==> config.mk <==
export PLATFORM = sky130hd
export DESIGN_NAME = fp_widen_pipe_flat
export DESIGN_NICKNAME = d
export VERILOG_FILES = /design/src/rtl/fp_widen_if.sv /design/src/rtl/fp_widen_pipe.sv /design/src/flat_wrapper.sv
export SDC_FILE = /design/constraint.sdc
export NUM_CORES = 1
export LEC_CHECK = 0
export ABC_AREA = 1
export BUFFER_PORTS_ARGS = -buffer_cell sky130_fd_sc_hd__buf_2
export CAP_MARGIN = 30
export CORE_MARGIN = 2
export CORE_UTILIZATION = 35
export CTS_CLUSTER_SIZE = 20
export DETAILED_ROUTE_END_ITERATION = 8
export GPL_TIMING_DRIVEN = 0
export PLACE_DENSITY = 0.62
export SLEW_MARGIN = 20
export SYNTH_ARGS = -nofsm -noshare
export SYNTH_HDL_FRONTEND = slang
export SYNTH_SLANG_ARGS = --single-unit
==> constraint.sdc <==
create_clock -name clk -period 1.3 [get_ports clk]
set_clock_uncertainty 0.2 [all_clocks]
set_input_delay 0 -clock clk [delete_from_list [all_inputs] [get_ports clk]]
set_output_delay 0 -clock clk [all_outputs]
set_load 0.005 [all_outputs]
==> src/rtl/fp_widen_if.sv <==
// Handshake bundle for fp_widen_pipe.
// Operand side is i_valid/i_ready/a/i_tag; result side is o_valid/o_ready/o/o_tag/o_nv.
interface fp_widen_if #(
  parameter int SRC_WID = 32,
  parameter int DST_WID = 128,
  parameter int TAG_WID = 8
);
  logic               i_valid;
  logic               i_ready;
  logic [SRC_WID-1:0] a;
  logic [TAG_WID-1:0] i_tag;
  logic               o_valid;
  logic               o_ready;
  logic [DST_WID-1:0] o;
  logic [TAG_WID-1:0] o_tag;
  logic               o_nv;

  modport master (
    output i_valid, a, i_tag, o_ready,
    input  i_ready, o_valid, o, o_tag, o_nv
  );

  modport slave (
    input  i_valid, a, i_tag, o_ready,
    output i_ready, o_valid, o, o_tag, o_nv
  );
endinterface

==> src/rtl/fp_widen_pipe.sv <==
// Three-stage exact IEEE-754 widening converter (decompose / normalise / pack).
// Build macro FCVT_DENORM_EN: defined normalises denormal inputs, undefined flushes them to signed zero.
module fp_widen_pipe #(
  parameter int SRC_WID = 32,
  parameter int DST_WID = 128,
  parameter int TAG_WID = 8
) (
  input  logic      clk,
  input  logic      rst,
  fp_widen_if.slave bus
);
  function automatic int exw_of(input int wid);
    case (wid)
      16:      return 5;
      32:      return 8;
      64:      return 11;
      default: return 15;
    endcase
  endfunction

  localparam int EXW_S  = exw_of(SRC_WID);
  localparam int EXW_D  = exw_of(DST_WID);
  localparam int FMW_S  = SRC_WID - EXW_S - 1;
  localparam int FMW_D  = DST_WID - EXW_D - 1;
  localparam int BIAS_S = (1 << (EXW_S - 1)) - 1;
  localparam int BIAS_D = (1 << (EXW_D - 1)) - 1;
  localparam int FSH    = FMW_D - FMW_S;
  localparam logic [EXW_D-1:0] BIAS_DIFF = EXW_D'(BIAS_D - BIAS_S);

  if ((SRC_WID != 16 && SRC_WID != 32 && SRC_WID != 64) ||
      (DST_WID != 32 && DST_WID != 64 && DST_WID != 128) ||
      (DST_WID <= SRC_WID)) begin : g_bad_cfg
    $error("fp_widen_pipe: illegal SRC_WID/DST_WID combination");
  end

  logic v1, v2, v3;
  logic acc1, acc2, acc3;

  // A stage takes new data when it is empty or its occupant moves on this edge.
  assign acc3 = !v3 || bus.o_ready;
  assign acc2 = !v2 || acc3;
  assign acc1 = !v1 || acc2;
  assign bus.i_ready = !rst && acc1;

  logic [EXW_S-1:0] a_exp;
  logic [FMW_S-1:0] a_frac;
  logic             a_exp_max, a_exp_nil, a_frac_nz;

  assign a_exp     = bus.a[SRC_WID-2 -: EXW_S];
  assign a_frac    = bus.a[FMW_S-1:0];
  assign a_exp_max = &a_exp;
  assign a_exp_nil = ~|a_exp;
  assign a_frac_nz = |a_frac;

  logic               s1_sign, s1_nan, s1_inf, s1_zero;
  logic [EXW_S-1:0]   s1_exp;
  logic [FMW_S-1:0]   s1_frac;
  logic [TAG_WID-1:0] s1_tag;

`ifdef FCVT_DENORM_EN
  localparam int LZW = $clog2(FMW_S);

  function automatic logic [LZW-1:0] lzc(input logic [FMW_S-1:0] f);
    lzc = '0;
    for (int i = 0; i < FMW_S; i++) begin
      if (f[i]) lzc = LZW'(FMW_S - 1 - i);
    end
  endfunction

  logic           s1_den;
  logic [LZW-1:0] s1_lz;
`endif

  logic               s2_sign, s2_nan, s2_inf, s2_zero, s2_nv;
  logic [EXW_D-1:0]   s2_exp;
  logic [FMW_D-1:0]   s2_frac;
  logic [TAG_WID-1:0] s2_tag;

  logic [EXW_D-1:0] xd;
  logic [FMW_S-1:0] fn;

  // Widening cannot overflow or underflow for legal width pairs, so no guard bit is carried.
  always_comb begin
    xd = EXW_D'(s1_exp) + BIAS_DIFF;
    fn = s1_frac;
`ifdef FCVT_DENORM_EN
    if (s1_den) begin
      xd = BIAS_DIFF - EXW_D'(s1_lz);
      fn = (s1_frac << s1_lz) << 1;
    end
`endif
  end

  logic [DST_WID-1:0] pk;

  always_comb begin
    pk = {s2_sign, s2_exp, s2_frac};
    if (s2_nan) begin
      pk = {s2_sign, {EXW_D{1'b1}}, 1'b1, s2_frac[FMW_D-2:0]};
    end else if (s2_inf) begin
      pk = {s2_sign, {EXW_D{1'b1}}, {FMW_D{1'b0}}};
    end else if (s2_zero) begin
      pk = {s2_sign, {(DST_WID-1){1'b0}}};
    end
  end

  logic [DST_WID-1:0] o_r;
  logic [TAG_WID-1:0] tag3;
  logic               nv3;

  always_ff @(posedge clk) begin
    if (rst) begin
      v1      <= 1'b0;
      v2      <= 1'b0;
      v3      <= 1'b0;
      s1_sign <= 1'b0;
      s1_nan  <= 1'b0;
      s1_inf  <= 1'b0;
      s1_zero <= 1'b0;
      s1_exp  <= '0;
      s1_frac <= '0;
      s1_tag  <= '0;
`ifdef FCVT_DENORM_EN
      s1_den  <= 1'b0;
      s1_lz   <= '0;
`endif
      s2_sign <= 1'b0;
      s2_nan  <= 1'b0;
      s2_inf  <= 1'b0;
      s2_zero <= 1'b0;
      s2_nv   <= 1'b0;
      s2_exp  <= '0;
      s2_frac <= '0;
      s2_tag  <= '0;
      o_r     <= '0;
      tag3    <= '0;
      nv3     <= 1'b0;
    end else begin
      if (acc1) begin
        v1 <= bus.i_valid;
        if (bus.i_valid) begin
          s1_sign <= bus.a[SRC_WID-1];
          s1_exp  <= a_exp;
          s1_frac <= a_frac;
          s1_tag  <= bus.i_tag;
          s1_nan  <= a_exp_max && a_frac_nz;
          s1_inf  <= a_exp_max && !a_frac_nz;
`ifdef FCVT_DENORM_EN
          s1_zero <= a_exp_nil && !a_frac_nz;
          s1_den  <= a_exp_nil && a_frac_nz;
          s1_lz   <= lzc(a_frac);
`else
          s1_zero <= a_exp_nil;
`endif
        end
      end
      if (acc2) begin
        v2 <= v1;
        if (v1) begin
          s2_sign <= s1_sign;
          s2_exp  <= xd;
          s2_frac <= {fn, {FSH{1'b0}}};
          s2_nan  <= s1_nan;
          s2_inf  <= s1_inf;
          s2_zero <= s1_zero;
          s2_nv   <= s1_nan && !s1_frac[FMW_S-1];
          s2_tag  <= s1_tag;
        end
      end
      if (acc3) begin
        v3 <= v2;
        if (v2) begin
          o_r  <= pk;
          tag3 <= s2_tag;
          nv3  <= s2_nv;
        end
      end
    end
  end

  assign bus.o_valid = v3;
  assign bus.o       = o_r;
  assign bus.o_tag   = tag3;
  assign bus.o_nv    = nv3;
endmodule
==> src/flat_wrapper.sv <==
// flat-port wrapper written by rule: the top's interface ports become plain ports
module fp_widen_pipe_flat 
#(
  parameter int SRC_WID = 32,
  parameter int DST_WID = 128,
  parameter int TAG_WID = 8
)
  (clk, rst, bus_i_valid, bus_a, bus_i_tag, bus_o_ready, bus_i_ready, bus_o_valid, bus_o, bus_o_tag, bus_o_nv);
  fp_widen_if #(.SRC_WID(SRC_WID), .DST_WID(DST_WID), .TAG_WID(TAG_WID)) bus_i ();
  input  logic clk;
  input  logic rst;
  input wire logic [$bits(bus_i.i_valid)-1:0] bus_i_valid;
  input wire logic [$bits(bus_i.a)-1:0] bus_a;
  input wire logic [$bits(bus_i.i_tag)-1:0] bus_i_tag;
  input wire logic [$bits(bus_i.o_ready)-1:0] bus_o_ready;
  output wire logic [$bits(bus_i.i_ready)-1:0] bus_i_ready;
  output wire logic [$bits(bus_i.o_valid)-1:0] bus_o_valid;
  output wire logic [$bits(bus_i.o)-1:0] bus_o;
  output wire logic [$bits(bus_i.o_tag)-1:0] bus_o_tag;
  output wire logic [$bits(bus_i.o_nv)-1:0] bus_o_nv;
  assign bus_i.i_valid = bus_i_valid;
  assign bus_i.a = bus_a;
  assign bus_i.i_tag = bus_i_tag;
  assign bus_i.o_ready = bus_o_ready;
  assign bus_i_ready = bus_i.i_ready;
  assign bus_o_valid = bus_i.o_valid;
  assign bus_o = bus_i.o;
  assign bus_o_tag = bus_i.o_tag;
  assign bus_o_nv = bus_i.o_nv;
  fp_widen_pipe #(.SRC_WID(SRC_WID), .DST_WID(DST_WID), .TAG_WID(TAG_WID)) u_core (.clk(clk), .rst(rst), .bus(bus_i));
endmodule
==> results of run 1 <==
-- sequential cells by signal (all words and copies together) (netlist names), 8 cells and up --
signal            count
u_core.s2_exp         9
u_core.s2_tag         8
u_core.fn            23
u_core.s1_exp         8
u_core.s2_frac       23
u_core.s1_tag         8
u_core.bus.o_tag      8
u_core.bus.o         33
-- critical path, cell delays in order, from the launching register on --
cell     delay [ns]
dfxtp_4        0.37
nand4_4        0.16
nand2_2        0.12
inv_2          0.04
buf_6          0.10
-- synth_stat cells (2+ instances only) --
library cell	instances	area, um2
a21oi_1	48	240.2
buf_2	25	125.1
buf_4	98	735.7
clkbuf_1	13	48.80
dfxtp_1	133	2663
inv_1	16	60.06
inv_2	2	7.510
nand2_1	63	236.5
nand2_2	3	18.77
nand3_1	24	120.1
nor2_1	185	694.4
nor3_1	2	10.01
o21ai_0	98	490.5
-- timing repair --
item	CTS	global route
hold endpoints to repair	68	11
cloned	1	3
gates resized for setup	66	70
setup endpoints to repair	139	133
setup buffers	7	0
hold buffers	46	1
pin swaps	2	3
-- area by class of cell --
cell class	count	area, um2
Fill cell	1512	7153
Sequential cell	133	2674
Multi-Input combinational cell	523	2365
Buffer	137	1096
Timing Repair Buffer	149	1045
Clock buffer	19	452.9
Tap cell	211	264.0
Clock inverter	13	180.2
Inverter	18	85.08
-- metrics by stage --
stage / setup TNS (ns) / cells / hold slack (ns)
5_1_grt: -15.25 / 1203 / -0.2270
6_report: -5.789 / 1203 / -0.2418
4_1_cts: -5.181 / 1199 / -0.2554
2_1_floorplan: 0 / 810 / -0.04688
3_5_place_dp: -17.80 / 1113 / 0.06697
3_3_place_gp: -16.41 / 1113 / 0.05799
-- power groups by stage --
| stage | Combinational, mW | Sequential, mW | Clock, mW |
|---|---|---|---|
| after floorplan | 0.720 | 4.45 | 0 |
| after global placement | 0.985 | 4.47 | 0 |
| after detailed placement | 0.994 | 4.47 | 0 |
| after CTS | 1.17 | 4.39 | 5.16 |
| after global routing | 1.43 | 4.42 | 5.34 |
| final | 1.27 | 4.40 | 5.10 |
-- cell usage in the layout (no fill, tap or decap), types with 3 or more instances in the layout --
cell type,netlist,routed
nand3_1,24,23
clkinvlp_4,0,3
nand2_1,63,62
a21oi_1,48,44
dlygate4sd3_1,0,47
bufinv_16,0,4
buf_6,0,14
o21ai_0,98,76
inv_1,16,14
buf_8,0,7
a21oi_2,1,5
nor2_2,0,19
buf_2,25,94
conb_1,1,89
dfxtp_2,0,3
o21ai_1,0,19
clkbuf_1,13,12
buf_4,98,107
clkinv_2,0,4
dfxtp_1,133,128
nand2_4,0,3
clkbuf_16,0,19
nor2_1,185,164
clkbuf_8,0,3
o21ai_2,1,4
-- final timing paths --
check | to | slack [ns] | depth (start not counted) | start
setup / recovery | bus_i_ready | -0.12 | 4 | u_core.bus.o_valid
hold / removal | u_core.v2 | -0.24 | 4 | bus_o_ready
setup reg to reg | u_core.s1_exp[1] | -0.11 | 6 | u_core.bus.o_valid
hold reg to reg | u_core.s2_exp[1] | 0.25 | 2 | u_core.s2_exp[1]
-- routing by layer --
layer / up-vias / track usage (%) / wire length, um
met5: - / 0 / 0
met4: 0 / 6.958 / 269
met3: 21 / 3.854 / 596
met2: 121 / 30.15 / 7307
met1: 2255 / 21.30 / 6422
li1: 2662 / - / -
-- cells by family (layout without fill, tap and decap cells) --
logic type | after synthesis | count (layout) | synth area share, %
compound gates | 152 | 152 | 14.04
buf+inv | 155 | 336 | 17.72
flops | 133 | 133 | 48.05
other cells | 1 | 89 | 0.06767
simple gates | 281 | 282 | 20.12
==> qor_table.md, run 1 <==
| Parameter | Reported |
| --- | --- |
| Number of inserted diodes | 0 |
| Largest net degree at the start of global routing | 17 |
| Vertical die dimension | 129.8 um |
| Post-route DRC | 0 |
| Category of the most critical setup path | flop to output port |
| First-iteration detailed-routing DRC count | 260 |
| Peak supply drop | 1106 uV |
| Final Cycle Share | 108.9% |
| Post-Synthesis Cells | 722 |
| Setup repair after global routing missed its margin | true |
| Switching share of total power | 23.58% |
| CTS H-Tree Depth | 4 |
| Worst Path Max Fanout | 4 |
| Starting utilization of the core area | 36.18% |
| Final net count | 1023 |
| DP Area | 0.006613 mm2 |
| Nature of the critical path startpoint | flop |
| Total global-route track usage | 17.51% |
| Routed len/inst | 12.13 um |
| Max-slew violation total from the final report | 0 |
| Violated checks | negative hold slack, negative setup slack |
| Relative max-transition margin | 63.57% |
| Yosys Warn Count | 0 |
| Finish-stage setup viols | 121 |
| Result of the run | finished, violations left |
| Floorplan Core Area | 0.01531 mm2 |
| Clock power share | 47.4% |
| Hold Crit Class | input port to flop |
| Average cell area after synthesis | 7.675 um2 |
| TritonCTS clock tree | done |
| Buffer levels on the longest clock path | 2 |
| Fraction of registers with async set or reset after synthesis | 0% |
| Vias per std cell | 4.205 |
| Half-perimeter wire length after detailed placement | 10.08 mm |
| Overall power of the completed layout | 10.76 mW |
| Routed wire length | 14.59 mm |
| Register area share after synthesis | 48.05% |
| Power Density | 1319 mW/mm2 |
| Number of I/O pins | 183 |
| Hold violation total from the final report | 3 |
| Horiz. Die Dim | 129.8 um |
| Drt pass-1 iters | 4 |
| Clock-pin slew of the registers on the worst-case setup and hold paths | 0.06 ns |
| Leak Pwr | 3.772 nW |
| Via Count | 5059 |
| Final standard cell utilization of the core | 53.29% |
| Transition time of the tightest slew-check pin | 0.5465 ns |
| Net switching power of the design | 2.538 mW |
| Die footprint | 0.01686 mm2 |
| # Max-Cap Violations | 0 |
| Grt ovf | 0 |
| Final hold slack | -0.2418 ns |
| Number of port buffers | 92 |
| Internal power summed over all cells | 8.224 mW |
| Top_reg_cell synth | dfxtp_1 |
| Clock buffers created by TritonCTS | 17 |
| Antenna-violating nets left | 0 |
| Achievable frequency | 0.7062 GHz |
| Cell at the root of the clock tree | clkbuf_16 |
| Clock latency at the later pin of the worst-skew pair | 0.41 ns |
| Arrival time at the worst endpoint | 1.22 ns |
| Setup WS post-layout | -0.1160 ns |
| Minimum period implied by the final worst setup slack | 1.416 ns |
| Post-Syn Area | 0.005542 mm2 |
| Fraction of layout instances using a drive strength above 1 | 30.95% |
| First-pass GRT wire length | 22.84 mm |
| Summed area of non-filler cells in the final layout | 0.008162 mm2 |
| Endpoint type of the worst setup path | output port |
| Reg power frac | 40.9% |
| Area overhead of the layout relative to synthesis | 47.28% |
| Post-Place Setup Slack | -0.2120 ns |
| Row count | 45 |
| Library cells used by synthesis | 25 |
| Logic gate share of total power | 11.8% |
| Number of flops mapped to enable cells by yosys | 0 |
| Via count of the first global-routing pass | 4656 |
| WP data required | 1.10 ns |
| GPL Wtd Cong | 0.8523 |
| Total of flip-flops plus latches after synthesis | 133 |
| Initial antenna violation count | 0 |
| Number of sinks on the clock net | 133 |
Power figures use the tool's default switching activity.
==> run 2: changes to the inputs <==
- PLACE_DENSITY: 0.62 -> 0.6
- clock period: 1.3 -> 1.8 ns (I/O delays scaled with it)
==> run 2 against run 1 <==
Against the previous run: the flow now finishes without violations; final area decreased by 7.3%; highest routed layer unchanged; utilization decreased by 3.9 points; first-iteration DRC count decreased by 18%; sequential power decreased by 28%; global-route usage decreased by 0.64 points.
==> qor_table.md, run 2 (synthesized netlist as in run 1, its figures left out) <==
| Parameter | Reported | Delta |
| --- | --- | --- |
| Result of the run | complete, no violations | was finished, violations left |
| Vias per std cell | 4.143 | was 4.205 |
| Total Negative Setup Slacks | 0 ns | was -5.789 ns |
| Finish-stage setup viols | 0 | was 121 |
| Routed wire length | 13.82 mm | was 14.59 mm |
| Post-placement cell count | 1113 | unchanged |
| Achievable frequency | 0.6073 GHz |  |
| Final Cycle Share | 91.48% |  |
| Leak Pwr | 3.567 nW | was 3.772 nW |
| Number of I/O pins | 183 | unchanged |
| TritonCTS clock tree | done | unchanged |
| Total area of sequential cells | 0.002663 mm2 | was 0.002674 mm2 |
| Setup crit end | u_core.fn[9] | was bus_i_ready |
| Power Density | 944.1 mW/mm2 | was 1319 mW/mm2 |
| Nature of the critical path startpoint | flop | unchanged |
| FF-to-FF Start | u_core.bus.o_valid | unchanged |
| Routed len/inst | 11.64 um | was 12.13 um |
| Total global-route track usage | 16.87% | was 17.51% |
| Number of port buffers | 92 | unchanged |
| Peak supply drop | 668.6 uV | was 1106 uV |
| Drt pass-1 iters | 5 | was 4 |
| First-pass GRT wire length | 21.71 mm | was 22.84 mm |
| Die footprint | 0.01686 mm2 | unchanged |
| Grt ovf | 0 | unchanged |
| Minimum period implied by the final worst setup slack | 1.647 ns |  |
| Number of inserted diodes | 0 | unchanged |
| Launch point of the critical path | u_core.bus.o_valid | unchanged |
| Count of filler cells inserted in the layout | 1592 | was 1512 |
| Worst Path Max Fanout | 10 | was 4 |
| Worst reg-to-reg setup slack | 0.15 ns | was -0.11 ns |
| Most frequent standard cell in the layout excluding fill and tap cells | nor2_1 | unchanged |
| Hold Crit Class | input port to flop | unchanged |
| Hold violation total from the final report | 0 | was 3 |
| Row count | 45 | unchanged |
| Arrival time at the worst endpoint | 1.75 ns | was 1.22 ns |
| Endpoint type of the worst setup path | flop | was output port |
| Final net count | 1008 | was 1023 |
| First-iteration detailed-routing DRC count | 212 | was 260 |
| Multi-input gate area | 0.002227 mm2 | was 0.002365 mm2 |
| Horiz. Die Dim | 129.8 um | unchanged |
| Vertical die dimension | 129.8 um | unchanged |
| Clock-pin slew of the registers on the worst-case setup and hold paths | 0.05 ns | was 0.06 ns |
| CTS H-Tree Depth | 4 | unchanged |
| Area overhead of the layout relative to synthesis | 36.60% | was 47.28% |
| Number of sinks on the clock net | 133 | unchanged |
| Most frequent cells in the layout | 185 x nor2_1, 133 x dfxtp_1, 117 x buf_2 | was 164 x nor2_1, 128 x dfxtp_1, 107 x buf_4 |
| Via Count | 4918 | was 5059 |
| Buffer levels on the longest clock path | 2 | unchanged |
| Via count of the first global-routing pass | 4456 | was 4656 |
| Cell at the root of the clock tree | clkbuf_16 | unchanged |
| Max-slew violation total from the final report | 0 | unchanged |
| GPL Wtd Cong | 0.8211 | was 0.8523 |
| WP data required | 1.91 ns | was 1.10 ns |
| Largest net degree at the start of global routing | 17 | unchanged |
| Starting utilization of the core area | 36.18% | unchanged |
| # Max-Cap Violations | 0 | unchanged |
| CTS-repair resized insts | 0 | was 66 |
| Antenna-violating nets left | 0 | unchanged |
| Half-perimeter wire length after detailed placement | 10.25 mm | was 10.08 mm |
| Overall power of the completed layout | 7.147 mW | was 10.76 mW |
| Fraction of layout instances using a drive strength above 1 | 26.02% | was 30.95% |
| Floorplan Core Area | 0.01531 mm2 | unchanged |
| Post-route DRC | 0 | unchanged |
| Category of the most critical setup path | flop to flop | was flop to output port |
| Terminus of the critical flop-to-flop path | u_core.fn[9] | was u_core.s1_exp[1] |
| Clock latency at the later pin of the worst-skew pair | 0.43 ns | was 0.41 ns |
| Non-Filler Instances | 1187 | was 1203 |
| Initial antenna violation count | 0 | unchanged |
| Max FFs per register | 33 | unchanged |
| Setup repair after global routing missed its margin | false | was true |
| Number of cells traversed by the worst register-to-register path | 6 | unchanged |
| Clock buffers created by TritonCTS | 17 | unchanged |
| Final standard cell utilization of the core | 49.43% | was 53.29% |
[run 2: cell count changes in the layout (fill, tap and decap cells not counted), moves of 4 or more]
cell           before  now
a21oi_1            44   48
a21oi_2             5    1
buf_2              94  117
buf_4             107   98
buf_6              14    0
buf_8               7    0
dfxtp_1           128  133
dlygate4sd3_1      47   43
nor2_1            164  185
nor2_2             19    0
o21ai_0            76   98
o21ai_1            19    0
[run 2: how the worst min path moves through the flow]
stage | startpoint | end | depth (start not counted)
floorplan | bus_a[14] | u_core.fn[14] | 2
global placement | bus_i_tag[0] | u_core.s1_tag[0] | 3
detailed placement | bus_i_tag[2] | u_core.s1_tag[2] | 3
CTS | bus_i_tag[5] | u_core.s1_tag[5] | 4
global route | bus_a[17] | u_core.fn[17] | 4
finish | bus_a[5] | u_core.fn[5] | 4
[run 2: power by group]
part | internal (mW) | leakage [nW] | total, mW | switching (mW)
Combinational | 0.380 | 2.21 | 0.793 | 0.413
Clock | 1.94 | 0.264 | 3.19 | 1.24
Sequential | 3.10 | 1.09 | 3.17 | 0.0710
Total | 5.42 | 3.57 | 7.15 | 1.73
[run 2: through the flow]
stage / hold WS, ns / setup WS [ns] / cell area, um2
floorplan: -0.04688 / 0.4401 / 5872
global placement: 0.05258 / 0.1772 / 6596
detailed placement: 0.05893 / 0.1825 / 6596
CTS: 0.1662 / 0.1514 / 7570
global route: 0.1872 / 0.02326 / 7570
finish: 0.1727 / 0.1534 / 7570
[run 2: per-layer routing]
| metal | track usage [%] | wire, um | part of all wire [%] | vias to the layer above |
|---|---|---|---|---|
| met5 | 0 | 0 | 0 | - |
| met4 | 7.906 | 297 | 2.1 | 0 |
| met3 | 4.592 | 649 | 4.7 | 23 |
| met2 | 27.63 | 6714 | 49 | 130 |
| met1 | 20.66 | 6153 | 45 | 2148 |
| li1 | - | - | - | 2617 |
[run 2: worst max-delay path, stage by stage (launching register included)]
cell     delay, ns
dfxtp_1       0.42
nand4_2       0.21
nand2_2       0.22
inv_1         0.10
buf_2         0.20
nor2_1        0.12
nor2_1        0.05
[run 2: timing repair]
action,4_1_cts,5_1_grt
hold endpoints to repair,69,0
setup endpoints to repair,0,0
setup buffers,0,0
hold buffers,43,0
[run 2: layout make-up]
type | count | share of cell area (%)
buffer | 137 | 12.08
clock buffer | 21 | 6.083
clock inverter | 10 | 1.091
inverter | 18 | 0.8926
multi-input combinational | 522 | 29.42
sequential | 133 | 35.17
tap | 211 | 3.488
timing repair buffer | 135 | 11.77
